==> src/rtl/arb_pkg.sv <==
// Shared definitions for the 8-requester round-robin arbiter.
//
// Contents:
//   N_REQ, IDX_W  - requester count and grant-index width
//   arb_state_t   - arbiter FSM states (IDLE, GRANT)
//   hold_cnt_w()  - hold-counter width for a given maximum hold length
//   enc_8to3()    - the shared 8:3 one-hot to binary encoder
package arb_pkg;

  localparam int N_REQ = 8;
  localparam int IDX_W = 3;

  typedef enum logic {
    IDLE  = 1'b0,
    GRANT = 1'b1
  } arb_state_t;

  // Counter must be able to hold the value max_hold itself.
  function automatic int hold_cnt_w(input int max_hold);
    return $clog2(max_hold + 1);
  endfunction

  // One-hot to binary. An all-zero input encodes to 0, which is exactly
  // what the arbiter wants for gnt_idx when nothing is granted.
  function automatic logic [IDX_W-1:0] enc_8to3(input logic [N_REQ-1:0] onehot);
    logic [IDX_W-1:0] idx;
    idx = '0;
    for (int i = 0; i < N_REQ; i++) begin
      if (onehot[i]) begin
        idx = idx | IDX_W'(i);
      end
    end
    return idx;
  endfunction

endpackage

==> src/rtl/rr_pick_8.sv <==
// Combinational rotating-priority picker for eight requesters.
//
// Ports:
//   req   [7:0] in  - request vector
//   ptr   [2:0] in  - highest-priority position for this arbitration
//   win   [7:0] out - one-hot winner (all zero when req is zero)
//   found       out - at least one request present
//
// The request vector is rotated so that bit ptr lands on bit 0, the lowest
// set bit is isolated with the x & -x trick, and the result is rotated back.
module rr_pick_8
  import arb_pkg::*;
(
  input  logic [7:0] req,
  input  logic [2:0] ptr,
  output logic [7:0] win,
  output logic       found
);

  logic [N_REQ-1:0] rot_req;
  logic [N_REQ-1:0] rot_win;

  // Index arithmetic is IDX_W bits wide, so it wraps modulo 8 for free.
  for (genvar gi = 0; gi < N_REQ; gi++) begin : g_rot_in
    assign rot_req[gi] = req[IDX_W'(gi) + ptr];
  end

  assign rot_win = rot_req & (~rot_req + 8'd1);

  for (genvar gi = 0; gi < N_REQ; gi++) begin : g_rot_out
    assign win[gi] = rot_win[IDX_W'(gi) - ptr];
  end

  assign found = |req;

endmodule

==> src/rtl/rr_arbiter_8to3.sv <==
// Eight-requester round-robin arbiter with registered one-hot grant and
// binary grant index.
//
// Parameters:
//   N_REQ    - number of requesters, must be 8
//   MAX_HOLD - maximum consecutive grant cycles (>= 1), only with timeout
//
// Ports:
//   clk             in  - clock, rising edge
//   rst             in  - asynchronous active-high reset
//   req       [7:0] in  - request vector
//   gnt       [7:0] out - registered one-hot grant or zero
//   gnt_idx   [2:0] out - binary index of gnt, 0 when no grant
//   gnt_valid       out - gnt is non-zero
//
// Build option: define RR_ARB_TIMEOUT_EN to add a hold counter that revokes
// a grant after MAX_HOLD cycles. Without it a grant lasts until its request
// drops.
//
// Every release (voluntary or revoked) passes through one IDLE cycle before
// the next grant, giving the downstream stage a turnaround cycle.
module rr_arbiter_8to3
  import arb_pkg::*;
#(
  parameter int N_REQ    = 8,
  parameter int MAX_HOLD = 16
) (
  input  logic       clk,
  input  logic       rst,
  input  logic [7:0] req,
  output logic [7:0] gnt,
  output logic [2:0] gnt_idx,
  output logic       gnt_valid
);

  if (N_REQ != 8) begin : g_bad_n_req
    $error("rr_arbiter_8to3 supports N_REQ = 8 only");
  end
  if (MAX_HOLD < 1) begin : g_bad_max_hold
    $error("rr_arbiter_8to3 requires MAX_HOLD >= 1");
  end

  arb_state_t state_reg, state_next;
  logic [2:0] ptr_reg,   ptr_next;
  logic [7:0] gnt_reg,   gnt_next;
  logic [2:0] idx_reg,   idx_next;
  logic       valid_reg, valid_next;

  logic [7:0] pick_win;
  logic       pick_found;
  logic [2:0] pick_idx;
  logic       winner_req;
  logic       hold_expired;

  rr_pick_8 u_pick (
    .req   (req),
    .ptr   (ptr_reg),
    .win   (pick_win),
    .found (pick_found)
  );

  assign pick_idx = enc_8to3(pick_win);

  // gnt_reg is one-hot, so this is simply req[w] for the current winner.
  assign winner_req = |(req & gnt_reg);

`ifdef RR_ARB_TIMEOUT_EN
  localparam int HOLD_W = hold_cnt_w(MAX_HOLD);

  logic [HOLD_W-1:0] hold_cnt_reg, hold_cnt_next;

  // Counter is 1 in the first grant cycle, so reaching MAX_HOLD means the
  // winner has held for MAX_HOLD cycles and must give way at this edge.
  assign hold_expired = (hold_cnt_reg >= HOLD_W'(MAX_HOLD));
`else
  assign hold_expired = 1'b0;
`endif

  always_comb begin
    state_next = state_reg;
    ptr_next   = ptr_reg;
    gnt_next   = gnt_reg;
    idx_next   = idx_reg;
    valid_next = valid_reg;
`ifdef RR_ARB_TIMEOUT_EN
    hold_cnt_next = hold_cnt_reg;
`endif

    case (state_reg)
      IDLE: begin
        if (pick_found) begin
          state_next = GRANT;
          gnt_next   = pick_win;
          idx_next   = pick_idx;
          valid_next = 1'b1;
          ptr_next   = pick_idx + 3'd1;
`ifdef RR_ARB_TIMEOUT_EN
          hold_cnt_next = HOLD_W'(1);
`endif
        end
      end

      GRANT: begin
        if (winner_req && !hold_expired) begin
`ifdef RR_ARB_TIMEOUT_EN
          if (hold_cnt_reg != '1) begin
            hold_cnt_next = hold_cnt_reg + HOLD_W'(1);
          end
`endif
        end else begin
          // Release or revoke; ptr already points past the old winner.
          state_next = IDLE;
          gnt_next   = 8'h00;
          idx_next   = 3'd0;
          valid_next = 1'b0;
`ifdef RR_ARB_TIMEOUT_EN
          hold_cnt_next = '0;
`endif
        end
      end

      default: begin
        state_next = IDLE;
        gnt_next   = 8'h00;
        idx_next   = 3'd0;
        valid_next = 1'b0;
      end
    endcase
  end

  always_ff @(posedge clk or posedge rst) begin
    if (rst) begin
      state_reg <= IDLE;
      ptr_reg   <= 3'd0;
      gnt_reg   <= 8'h00;
      idx_reg   <= 3'd0;
      valid_reg <= 1'b0;
`ifdef RR_ARB_TIMEOUT_EN
      hold_cnt_reg <= '0;
`endif
    end else begin
      state_reg <= state_next;
      ptr_reg   <= ptr_next;
      gnt_reg   <= gnt_next;
      idx_reg   <= idx_next;
      valid_reg <= valid_next;
`ifdef RR_ARB_TIMEOUT_EN
      hold_cnt_reg <= hold_cnt_next;
`endif
    end
  end

  assign gnt       = gnt_reg;
  assign gnt_idx   = idx_reg;
  assign gnt_valid = valid_reg;

endmodule

==> config.mk <==
export PLATFORM = sky130hd
export DESIGN_NAME = rr_arbiter_8to3
export DESIGN_NICKNAME = d
export VERILOG_FILES = /design/src/rtl/arb_pkg.sv /design/src/rtl/rr_pick_8.sv /design/src/rtl/rr_arbiter_8to3.sv
export SDC_FILE = /design/constraint.sdc
export NUM_CORES = 1
export LEC_CHECK = 0
export BUFFER_PORTS_ARGS = -buffer_cell sky130_fd_sc_hd__buf_4
export CELL_PAD_IN_SITES_DETAIL_PLACEMENT = 1
export CELL_PAD_IN_SITES_GLOBAL_PLACEMENT = 2
export CORE_MARGIN = 2
export CORE_UTILIZATION = 30
export DETAILED_ROUTE_END_ITERATION = 12
export PLACE_DENSITY = 0.76
export SYNTH_ARGS = -nofsm -noshare
export SYNTH_HDL_FRONTEND = slang
export SYNTH_SLANG_ARGS = --single-unit
==> constraint.sdc <==
create_clock -name clk -period 12.4 [get_ports clk]
set_input_delay 1.86 -clock clk [delete_from_list [all_inputs] [get_ports clk]]
set_output_delay 1.86 -clock clk [all_outputs]
set_load 0.005 [all_outputs]
Word-level counts from Yosys, hierarchy flattened. Cells that the tools add are included.

Register bits: 16. Latch bits: 0. RAM bits: 0. ROM bits: 0. Bits of input ports: 10. Output and inout bits: 12. Word-level logic and storage cells: 99. Memories kept: 0.

Add/subtract/negate cells: 17. Multiply operators: 0. Divide/modulo/power cells: 0. Order comparisons: 16. Eq/ne operators: 2. Shift operators: 0. Mux-type cells: 51. Bitwise logic cells: 4. Reduce and logical (&&, ||, !) cells: 4.

Operator list (count): $lt 3x4->1 const B (16); $bmux 1 s3 (16); $mux 1 (21); $mux 3 (6); $and 8x8->8 (2); $mux 8 (2); $pmux 8 s2 (1); $reduce_or 8->1 (2); $add 3x3->3 const A (4); $sub 3x3->3 const A (4); $add 8x1->8 const B (1); $not 8->8 (1); $add 2x3->3 const A (2); $pmux 3 s2 (1); $sub 1x3->3 const A (2); $sub 2x3->3 const A (2); $mux 2 (2); $ne 2x2->1 const B (2); $pmux 1 s2 (2); $reduce_and 2->1 (2); $add 1x3->3 const A (1); $add 3x1->3 const B (1); $not 1->1 (1).

Depth between registers and ports, before layout. Gate-level depths: netlist of run 1.

Word-level depth: 17. Gate-level depth with buffers: 16. Mapped depth without buffers: 12.

By module. Synthesis of run 1 repeated with hierarchy kept, for this count alone.

Cell total of the unflattened synthesis: 180. Area total of the unflattened synthesis: 1717.9 sq um.

Modules (own cells, without submodules): rr_pick_8 (times used 1, cells each 113, area each 969.7 sq um); rr_arbiter_8to3 (times used 1, cells each 67, area each 748.2 sq um).

Least setup slack after synthesis of run 1. OpenSTA, ideal clock, no wires.

Path kind: input port to flip-flop. Start point: input port req[7]. End point: register ptr_reg[2]. Setup time: 0.137 ns. Data arrival time: 4.240 ns. Required time: 12.263 ns. Setup slack: 8.023 ns. Stages: 11. Path buffers: 1. Path through: clkbuf_2 mux2i_1 mux4_2 a32oi_1 a211o_1 mux2i_1 or4_1 ha_1 and2_1 nand4_1 o221ai_2.

Cells in the longest elaborated chain, start to end: 15. Elaborated cells between the ends (all ways): 43.

Ends and longest elaborated chain: start: declaration (RTL line rr_arbiter_8to3.sv:30) `input logic [7:0] req,`; $bmux 1 s3 (RTL line rr_pick_8.sv:25) `assign rot_req[gi] = req[IDX_W'(gi) + ptr];`; $mux 1 (not written as such) (RTL line rr_pick_8.sv:25); $not 8->8 (RTL line rr_pick_8.sv:28) `assign rot_win = rot_req & (~rot_req + 8'd1);`; $add 8x1->8 (RTL line rr_pick_8.sv:28); $and 8x8->8 (RTL line rr_pick_8.sv:28); $bmux 1 s3 (RTL line rr_pick_8.sv:31) `assign win[gi] = rot_win[IDX_W'(gi) - ptr];`; $mux 1 (not written as such) (RTL line rr_pick_8.sv:31); $mux 1 (RTL line arb_pkg.sv:29) `if (onehot[i]) begin`; $mux 2 (2 in a row) (RTL line arb_pkg.sv:29); $mux 3 (4 in a row) (RTL line arb_pkg.sv:29); $add 3x1->3 (RTL line rr_arbiter_8to3.sv:96) `ptr_next = pick_idx + 3'd1;`; end signal: assignment (RTL line rr_arbiter_8to3.sv:143) `ptr_reg <= ptr_next;`; end: declaration (RTL line rr_arbiter_8to3.sv:44) `logic [2:0] ptr_reg, ptr_next;`.

Several ways; a longest one is shown, not always the timed one. The select of a mux whose other input is x is not followed. A chain may end at the register's enable or synchronous reset.

Worst setup path in the final report of run 1.
Start point: register ptr_reg[1]. End point: register ptr_reg[2].

Cells in the longest elaborated chain, start to end: 16. Elaborated cells between the ends (all ways): 55.

Ends and longest elaborated chain (RTL line): $add 1x3->3 (tied with other cells) (rr_pick_8.sv:25); $bmux 1 s3 (rr_pick_8.sv:25); $mux 1 (not written as such) (rr_pick_8.sv:25); $not 8->8 (rr_pick_8.sv:28); $add 8x1->8 (rr_pick_8.sv:28); $and 8x8->8 (rr_pick_8.sv:28); $bmux 1 s3 (rr_pick_8.sv:31); $mux 1 (not written as such) (rr_pick_8.sv:31); $mux 1 (arb_pkg.sv:29); $mux 2 (2 in a row) (arb_pkg.sv:29); $mux 3 (3 in a row) (arb_pkg.sv:29); $mux 3 (*) (arb_pkg.sv:29); $add 3x1->3 (*) (rr_arbiter_8to3.sv:96).

Every way passes the cells marked *; elsewhere a longest branch is shown, timed or not. The select of a mux whose other input is x is not followed.

==> results of run 1 <==
layer usage:
layer / vias up / global-route usage (%) / routed length [µm]
met4: 0 / 4.43 / 48
met3: 5 / 2.17 / 330
met1: 848 / 26.9 / 2620
met5: - / 0 / 0
li1: 770 / - / -
met2: 65 / 29.1 / 2750
worst reg2reg max path: stages, from the launching register on:
cell,delay [ns]
dfrtp_1,0.84
clkinv_1,0.43
ha_1,1.07
mux2i_1,0.24
mux4_2,0.53
a32oi_1,0.49
a211o_1,0.25
mux2i_1,0.11
or4_1,0.58
ha_1,0.22
and2_1,0.14
nand4_1,0.10
o221ai_2,0.09
power by group:
part           internal (mW)  total [mW]  leakage, nW  switching, mW
registers             0.0733       0.108        0.205         0.0346
clock network         0.0282      0.0469       0.0288         0.0187
logic                  0.256       0.553        0.599          0.297
total                  0.357       0.708        0.833          0.351
layout by cell type (no fill, tap or decap), types with 2 or more instances in the layout:
master	instances
inv_2	2
nand4_1	2
mux4_2	16
o211ai_1	2
nor4_1	2
nand2_1	25
ha_1	3
clkbuf_8	4
a31oi_1	3
mux2_2	3
nand2b_1	3
o22ai_1	6
o21ai_0	8
inv_1	3
o31ai_1	2
a32o_1	2
nand3_1	6
nor2_1	12
dfrtp_1	16
mux2_4	2
mux2i_1	19
nor3_1	2
a21oi_1	2
buf_4	23
a22o_1	4
and2_1	2
path summary, 6_finish.rpt:
path,to,slack [ns],cells past startpoint
worst min register to register,gnt[3]$_DFFE_PP0P_,0.52,2
worst max register to register,ptr_reg[2]$_DFFE_PP0P_,7.18,12
worst min-delay path,gnt[3]$_DFFE_PP0P_,0.52,2
max in group asynchronous,ptr_reg[2]$_DFFE_PP0P_,10.31,2
min in group asynchronous,gnt_valid$_DFFE_PP0P_,1.69,2
worst max-delay path,ptr_reg[2]$_DFFE_PP0P_,7.18,12
through the flow:
| step | util [%] | hold WS [ns] |
|---|---|---|
| 2_1_floorplan | - | 0.492 |
| 3_3_place_gp | 34.0 | 0.501 |
| 3_5_place_dp | 34.0 | 0.496 |
| 4_1_cts | 35.0 | 0.522 |
| 5_1_grt | 35.0 | 0.533 |
| 6_report | 35.0 | 0.522 |
cell type report:
| cell class | instances | area [µm²] | area share, % |
|---|---|---|---|
| repair buffers | 23 | 173 | 8.29 |
| well taps | 75 | 93.8 | 4.51 |
| inverters | 6 | 22.5 | 1.08 |
| flip-flops and latches | 16 | 400 | 19.2 |
| multi-input cells | 154 | 1340 | 64.2 |
| clock buffers | 4 | 55.1 | 2.64 |
cell families (layout without fill, tap and decap cells):
| kind of cell | Yosys count | after routing | share of synthesized area [%] |
|---|---|---|---|
| compound gates | 46 | 46 | 18.8 |
| xor+xnor | 2 | 2 | 0.944 |
| fa+ha+maj | 3 | 3 | 2.02 |
| buf+inv | 25 | 33 | 6.40 |
| flops | 16 | 16 | 21.6 |
| mux | 41 | 41 | 33.7 |
| simple gates | 62 | 62 | 16.6 |
==> results.toml, run 1 <==
[sta]
min_period_over_period_pct = 42.1
skew_ns = 0.00243
worstMarginPinSlew_ns = 1.01
maxSlewViolCount = 0
finalWorstSetupSlack_ns = 7.18
hold_viol_final = 0
slew-limit-headroom_pct = 32.9
finalSetupViolations = 0
rsz0062_at_grt = "no"
setup_tns_ns = 0
finalCriticalPeriod_ns = 5.22
fmax_mhz = 192

[global_route]
grt_pass1_wl_um = 9520
antenna_found_initial = 0
grt_pass1_vias = 1680
grt_max_degree = 25
grt.total_usage_pct = 18.5
grt.overflow.total = 0

[floorplan]
dieArea_mm2 = 0.00683
dieHeight_um = 82.7
fp.coreArea_mm2 = 0.00596
start_util_pct = 31.2
die_width_um = 82.7
num_rows = 28
ios = 22

[synth]
synth_fp_nets = 208
yosysUniqueCellTypes = 58
synth.most_common_cell = "nand2_1"
yosys-top-cells-area = "dfrtp_1 22%, mux4_2 19%, mux2i_1 10%, nand2_1 5.1%, nor2_1 2.4%"
synthArstFlopShare_pct = 100
netlist_top_cells_count = "25 x nand2_1, 19 x mux2i_1, 16 x dfrtp_1, 16 x mux4_2, 12 x nor2_1"
yosys.area.top_type = "dfrtp_1"
ys_ff_latch = 16
syn_area_mm2 = 0.00186
synth_top_area_share_pct = 21.6
avgSynthCellArea_um2 = 9.52
synth_edf_count = 0
synth_warnings = 0
ys_seq_area_share_pct = 21.6
synthCells = 195
ys.flop_type = "dfrtp_1"

[place]
hpwl_um = 4190
place.gp.congestion = 0.871
pre_cts_ws_ns = 7.21
place_inst = 274
port_buffers = 21
placed_area_mm2 = 0.00203

[setup_path]
reg2reg_from = "ptr_reg[1]$_DFFE_PP0P_"
crit_path_start_kind = "flip-flop"
path_cells = "clkinv_1 > ha_1 > mux2i_1 > mux4_2 > a32oi_1 > a211o_1 > mux2i_1 > or4_1 > ha_1 > and2_1 > nand4_1 > o221ai_2"
critPathBufInv = 1
cp_slowest_stage_delay_ns = 1.07
path_max_fanout = 24
cp-end-kind = "flip-flop"
worstPathArrival_ns = 5.33
cpMaxStageDelayCell = "ha_1"
worst_path_dominant_cell_family = "adder cells"
path_class = "flip-flop to flip-flop"
setup.worst_path.start = "ptr_reg[1]$_DFFE_PP0P_"
cp.required_ns = 12.52

[layout]
fillers = 690
layout.cells.non_filler = 278
design_area_mm2 = 0.00208
layout-drive-gt1-share_pct = 27.1
fin_nets = 217
num_antenna_cells = 0
largest_register_ffs = 8
area_delta_synth_final_pct = 12.1

[cts]
cts-root-buf = "clkbuf_8"
clk-insertion-delay-late_ns = 0.25
clkTransAtPathRegs_ns = 0.06
cts.path.max_buffers = 2
post_cts_buffers = 0
clock_sinks = 16
holdBufCountCts = 0
cts_tree = "built"
cts_made_buffers = 3
post_cts_resized = 0
htreeDepth = 1

[power_and_ir_drop]
power.total_uw = 708
p_leak_nw = 0.833
p_per_area_mw_per_mm2 = 340
worst_ir_drop_vdd_mv = 0.122

[routing]
initialDrtViolationCount = 127
wl_um = 5760
drc = 0
dr.pass1.iters = 5
routedWlPerCell_um = 20.7
vias = 1688
via_per_inst = 6.07
antenna_left = 0

[worst_hold_path]
worstHoldPathType = "flip-flop to flip-flop"
min-delay-start = "gnt[3]$_DFFE_PP0P_"

[run_status]
outcome = "finished clean"

[flow_run]
max-cap-violations = 0
Power figures use the tool's default switching activity.
==> run 2: changes to the inputs <==
--- a/config.mk
+++ b/config.mk
@@ -5,13 +5,14 @@
 export SDC_FILE = /design/constraint.sdc
 export NUM_CORES = 1
 export LEC_CHECK = 0
+export ABC_AREA = 1
 export BUFFER_PORTS_ARGS = -buffer_cell sky130_fd_sc_hd__buf_4
 export CELL_PAD_IN_SITES_DETAIL_PLACEMENT = 1
 export CELL_PAD_IN_SITES_GLOBAL_PLACEMENT = 2
 export CORE_MARGIN = 2
 export CORE_UTILIZATION = 30
 export DETAILED_ROUTE_END_ITERATION = 12
-export PLACE_DENSITY = 0.76
+export PLACE_DENSITY = 0.86
 export SYNTH_ARGS = -nofsm -noshare
 export SYNTH_HDL_FRONTEND = slang
 export SYNTH_SLANG_ARGS = --single-unit
==> constraint.sdc (replaced) <==
create_clock -name clk -period 4.8 [get_ports clk]
set_input_delay 0.72 -clock clk [delete_from_list [all_inputs] [get_ports clk]]
set_output_delay 0.72 -clock clk [all_outputs]
set_load 0.005 [all_outputs]
==> results.toml, run 2 <==
[layout]
num_antenna_cells = 0
mostFrequentLayoutCells = "80 x nand2_1, 40 x nand3_1, 22 x buf_4, 16 x dfrtp_1, 10 x nor2_1"
area_delta_synth_final_pct = 16.2
largest_register_ffs = 8
fin_nets = 256
layout-drive-gt1-share_pct = 20.2
fillers = 645
final_common_cell = "nand2_1"

[routing]
routedWlPerCell_um = 15.1
vias = 1559
drc = 0
via_per_inst = 5.05
initialDrtViolationCount = 78
antenna_left = 0
wl_um = 4680
dr.pass1.iters = 4

[setup_path]
worstPathArrival_ns = 3.80
setup.worst_path.start = "ptr_reg[0]$_DFFE_PP0P_"
reg2reg_from = "ptr_reg[0]$_DFFE_PP0P_"
cp_slowest_stage_delay_ns = 0.78
r2r_slack_ns = 1.19
cp_num_cells = 20
worst_path_dominant_cell_family = "simple AND/OR/NAND/NOR gates"
timing.critical_path.to = "ptr_reg[2]$_DFFE_PP0P_"
cp_common_cell = "nand2_1"
path_max_fanout = 19
path_class = "flip-flop to flip-flop"
cpMaxStageDelayCell = "dfrtp_1"
ff2ff_path_depth = 20
r2r_end = "ptr_reg[2]$_DFFE_PP0P_"
cp-end-kind = "flip-flop"
critPathBufInv = 4
path_cells = "inv_4 > ha_1 > inv_2 > nand3_1 > nand2_1 > nand2_1 > nand2_1 > nand2_2 > nor2_4 > nand4_1 > nand3_1 > nand3_1 > o21ai_1 > inv_1 > nand3_2 > ha_1 > inv_1 > o21ai_0 > nand2_1 > nand2_1"
crit_path_start_kind = "flip-flop"
cp.required_ns = 4.99

[sta]
rsz0062_at_grt = "no"
fmax_mhz = 277
setup_tns_ns = 0
skew_ns = 0.00383
finalSetupViolations = 0
maxSlewViolCount = 0
hold_viol_final = 0
min_period_over_period_pct = 75.1
finalCriticalPeriod_ns = 3.61
worstMarginPinSlew_ns = 0.713
slew-limit-headroom_pct = 52.5

[synth]
ys_seq_area_share_pct = 26.8
ys_ff_latch = 16
synth_fp_nets = 236
synthArstFlopShare_pct = 100
synth_edf_count = 0
syn_area_mm2 = 0.00150
netlist_top_cells_count = "80 x nand2_1, 40 x nand3_1, 16 x dfrtp_1"
yosysUniqueCellTypes = 30
synth.most_common_cell = "nand2_1"
synth_warnings = 0
yosys.area.top_type = "dfrtp_1"
synthCells = 223
synth_top_area_share_pct = 26.8
ys.flop_type = "dfrtp_1"
yosys-top-cells-area = "dfrtp_1 27%, nand2_1 20%, nand3_1 13%, a22o_1 3.5%, nand2_2 3.3%"
avgSynthCellArea_um2 = 6.71

[global_route]
grt.overflow.total = 0
grt_max_degree = 20
grt.total_usage_pct = 18.4
grt_pass1_wl_um = 7850
antenna_found_initial = 0
grt_pass1_vias = 1650

[cts]
htreeDepth = 1
cts_tree = "built"
post_cts_resized = 0
post_cts_buffers = 0
clock_sinks = 16
cts_made_buffers = 3
cts.path.max_buffers = 2
holdBufCountCts = 0
clk-insertion-delay-late_ns = 0.25
clkTransAtPathRegs_ns = 0.06
cts-root-buf = "clkbuf_8"

[floorplan]
dieArea_mm2 = 0.00557
dieHeight_um = 74.6
num_rows = 25
die_width_um = 74.6
ios = 22
fp.coreArea_mm2 = 0.00475
start_util_pct = 31.5

[place]
port_buffers = 21
hpwl_um = 3830
place.gp.congestion = 0.830

[worst_hold_path]
worstHoldPathType = "flip-flop to flip-flop"

[flow_run]
max-cap-violations = 0

[run_status]
outcome = "finished clean"
## run 2: cell count changes after synthesis, moves of 8 or more
cell,delta
clkbuf_1,-10
mux2i_1,-19
mux4_2,-16
nand2_1,+55
nand2_2,+8
nand3_1,+34
## run 2: cell families (layout without fill, tap and decap cells)
| family | after synthesis | in the layout | share of synthesized area, % |
|---|---|---|---|
| simple gates | 151 | 151 | 46.2 |
| compound gates | 28 | 28 | 12.1 |
| buf+inv | 21 | 40 | 7.78 |
| flops | 16 | 16 | 26.8 |
| xor+xnor | 4 | 4 | 4.60 |
| fa+ha+maj | 3 | 3 | 2.51 |
## run 2: metrics by stage
stage               hold slack [ns]  util (%)  setup WS, ns  instance area [µm²]  std cells
floorplan                     0.465         -          2.09                 1500        223
global placement              0.471      35.4          1.25                 1680        305
detailed placement            0.473      35.4          1.21                 1680        305
CTS                           0.489      36.6          1.19                 1740        309
global route                  0.528      36.6         0.859                 1740        309
finish                        0.483      36.6          1.19                 1740        309
## run 2: worst min-delay path by stage
| stage | start | endpoint | slack (ns) | cells after the start |
|---|---|---|---|---|
| floorplan | gnt_valid$_DFFE_PP0P_ | gnt_valid$_DFFE_PP0P_ | 0.47 | 2 |
| global placement | gnt_idx[1]$_DFFE_PP0P_ | gnt_idx[1]$_DFFE_PP0P_ | 0.47 | 2 |
| detailed placement | gnt_valid$_DFFE_PP0P_ | gnt_valid$_DFFE_PP0P_ | 0.47 | 2 |
| CTS | gnt_valid$_DFFE_PP0P_ | gnt_valid$_DFFE_PP0P_ | 0.49 | 2 |
| global route | gnt_idx[0]$_DFFE_PP0P_ | gnt_idx[0]$_DFFE_PP0P_ | 0.53 | 2 |
| finish | gnt_valid$_DFFE_PP0P_ | gnt_valid$_DFFE_PP0P_ | 0.48 | 2 |
## run 2: cell type report
type | count | area [µm²] | area share (%)
flip-flops and latches | 16 | 400 | 23.0
clock buffers | 4 | 55.1 | 3.17
well taps | 67 | 83.8 | 4.82
inverters | 14 | 55.1 | 3.17
multi-input cells | 186 | 980 | 56.3
repair buffers | 22 | 165 | 9.50
## run 2: worst min-delay path: stages (launching register included)
cell and delay, ns:
dfrtp_1 0.34, nand2_1 0.05, nand2_1 0.05
## run 2: metal layers
metal  global-route usage (%)  share of wire (%)
met3                     1.74                3.4
met4                     4.37               0.96
met5                        0                  0
met2                     32.1                 48
met1                     24.6                 48
Power of run 2 is left out: the tool's default activity adds up to more than one toggle a clock period on the data nets, which glitch-free logic cannot reach.
==> run 3: changes to the inputs <==
--- a/config.mk
+++ b/config.mk
@@ -10,9 +10,9 @@
 export CELL_PAD_IN_SITES_DETAIL_PLACEMENT = 1
 export CELL_PAD_IN_SITES_GLOBAL_PLACEMENT = 2
 export CORE_MARGIN = 2
-export CORE_UTILIZATION = 30
+export CORE_UTILIZATION = 28
 export DETAILED_ROUTE_END_ITERATION = 12
-export PLACE_DENSITY = 0.86
+export PLACE_DENSITY = 0.84
 export SYNTH_ARGS = -nofsm -noshare
 export SYNTH_HDL_FRONTEND = slang
 export SYNTH_SLANG_ARGS = --single-unit
==> constraint.sdc (replaced) <==
create_clock -name clk -period 3 [get_ports clk]
set_input_delay 0.45 -clock clk [delete_from_list [all_inputs] [get_ports clk]]
set_output_delay 0.45 -clock clk [all_outputs]
set_load 0.005 [all_outputs]
==> results.toml, run 3 (same netlist as run 2, synthesis figures left out) <==
[setup_path]
cp-end-kind = "flip-flop"
crit_path_start_kind = "flip-flop"
cp.required_ns = 3.15
path_class = "flip-flop to flip-flop"
path_max_fanout = 6
r2r_slack_ns = 0.25
worstPathArrival_ns = 2.90

[routing]
wl_um = 4790
vias = 1623
routedWlPerCell_um = 14.8
initialDrtViolationCount = 86
drc = 0
dr.pass1.iters = 4
antenna_left = 0
via_per_inst = 5.01

[place]
hpwl_um = 4010
place_inst = 317
port_buffers = 21
pre_cts_ws_ns = 0.116
place.gp.congestion = 0.866

[cts]
cts_tree = "built"
cts-root-buf = "clkbuf_8"
cts.path.max_buffers = 2
clkTransAtPathRegs_ns = 0.07
htreeDepth = 1
cts_made_buffers = 3
clk-insertion-delay-late_ns = 0.25
clock_sinks = 16

[layout]
area_delta_synth_final_pct = 24.7
num_antenna_cells = 0
layout.cells.non_filler = 324
final_common_cell = "nand2_1"
fillers = 704
mostFrequentLayoutCells = "79 x nand2_1, 39 x nand3_1, 34 x buf_4, 14 x dfrtp_1, 10 x nor2_1"
layout-drive-gt1-share_pct = 26.0
largest_register_ffs = 8
fin_nets = 268

[floorplan]
num_rows = 26
dieHeight_um = 77.1
die_width_um = 77.1
start_util_pct = 29.1
dieArea_mm2 = 0.00595
fp.coreArea_mm2 = 0.00514
ios = 22

[global_route]
grt_pass1_vias = 1696
grt.total_usage_pct = 17.1
use_met1_pct = 22.6
grt_max_degree = 17
antenna_found_initial = 0
grt_pass1_wl_um = 8240
grt.overflow.total = 0
met3_usage_pct = 1.88
met2_usage_pct = 29.6
grt-busiest-layer = "met2"

[sta]
rsz0062_at_grt = "no"
skew_ns = 0.00355
min_period_over_period_pct = 91.7
finalCriticalPeriod_ns = 2.75
finalSetupViolations = 0
slew-limit-headroom_pct = 58.8
maxSlewViolCount = 0
fmax_mhz = 363
hold_viol_final = 0
worstMarginPinSlew_ns = 0.612
finalWorstSetupSlack_ns = 0.248
setup_tns_ns = 0

[worst_hold_path]
worstHoldPathType = "input port to asynchronous set/reset pin"

[run_status]
outcome = "finished clean"

[flow_run]
max-cap-violations = 0
run 3: changes by cell type in the layout (fill, tap and decap cells not counted), sizes merged:
cell / previous run / this run
buf: 22 / 34
run 3: what timing repair did:
item	4_1_cts	5_1_grt
hold buffers	0	0
setup buffers	0	3
gates resized for setup	0	7
setup endpoints to repair	0	2
run 3: per-stage QoR:
| stage | utilization (%) | hold slack [ns] | instance area, µm² |
|---|---|---|---|
| 2_1_floorplan | - | 0.364 | 1500 |
| 3_3_place_gp | 34.2 | 0.469 | 1760 |
| 3_5_place_dp | 34.2 | 0.470 | 1760 |
| 4_1_cts | 35.2 | 0.296 | 1810 |
| 5_1_grt | 36.3 | 0.315 | 1870 |
| 6_report | 36.3 | 0.276 | 1870 |
run 3: path summary, 6_finish.rpt:
check / startpoint / endpoint / depth (start not counted)
worst min register to register: gnt_valid$_DFFE_PP0P_ / gnt_valid$_DFFE_PP0P_ / 2
max in group asynchronous: rst / ptr_reg[1]$_DFFE_PP0P_ / 2
worst max-delay path: ptr_reg[0]$_DFFE_PP0P_ / ptr_reg[2]$_DFFE_PP0P_ / 17
worst max register to register: ptr_reg[0]$_DFFE_PP0P_ / ptr_reg[2]$_DFFE_PP0P_ / 17
min in group clk: gnt_valid$_DFFE_PP0P_ / gnt_valid$_DFFE_PP0P_ / 2
worst min-delay path: rst / gnt[5]$_DFFE_PP0P_ / 2
run 3: layout make-up:
type / instances / area (µm²) / area share (%)
multi-input combinational: 186 / 1010 / 54.2
tap: 70 / 87.6 / 4.69
clock buffer: 4 / 55.1 / 2.95
sequential: 16 / 403 / 21.6
timing repair buffer: 34 / 255 / 13.7
inverter: 14 / 55.1 / 2.95
run 3: metal layers:
| layer | up-vias | part of all wire, % | wire length (µm) |
|---|---|---|---|
| met1 | 772 | 49 | 2340 |
| met4 | 0 | 1.0 | 49 |
| met2 | 36 | 48 | 2280 |
| met3 | 6 | 2.6 | 126 |
| li1 | 809 | - | - |
| met5 | - | 0 | 0 |
run 3: worst max-delay path, stage by stage (launching register included):
cell and delay [ns]:
dfrtp_2 0.45, ha_1 0.27, xor2_4 0.24, inv_1 0.11
nand2_1 0.09, nand2_2 0.08, nand2_4 0.10, nor2_4 0.05
buf_4 0.14, nand4_1 0.09, nand3_1 0.16, a21oi_1 0.27
nand3_2 0.12, ha_1 0.20, inv_1 0.07, o21ai_0 0.08
nand2_1 0.08, nand2_1 0.04
Power of run 3 is left out for the same reason.
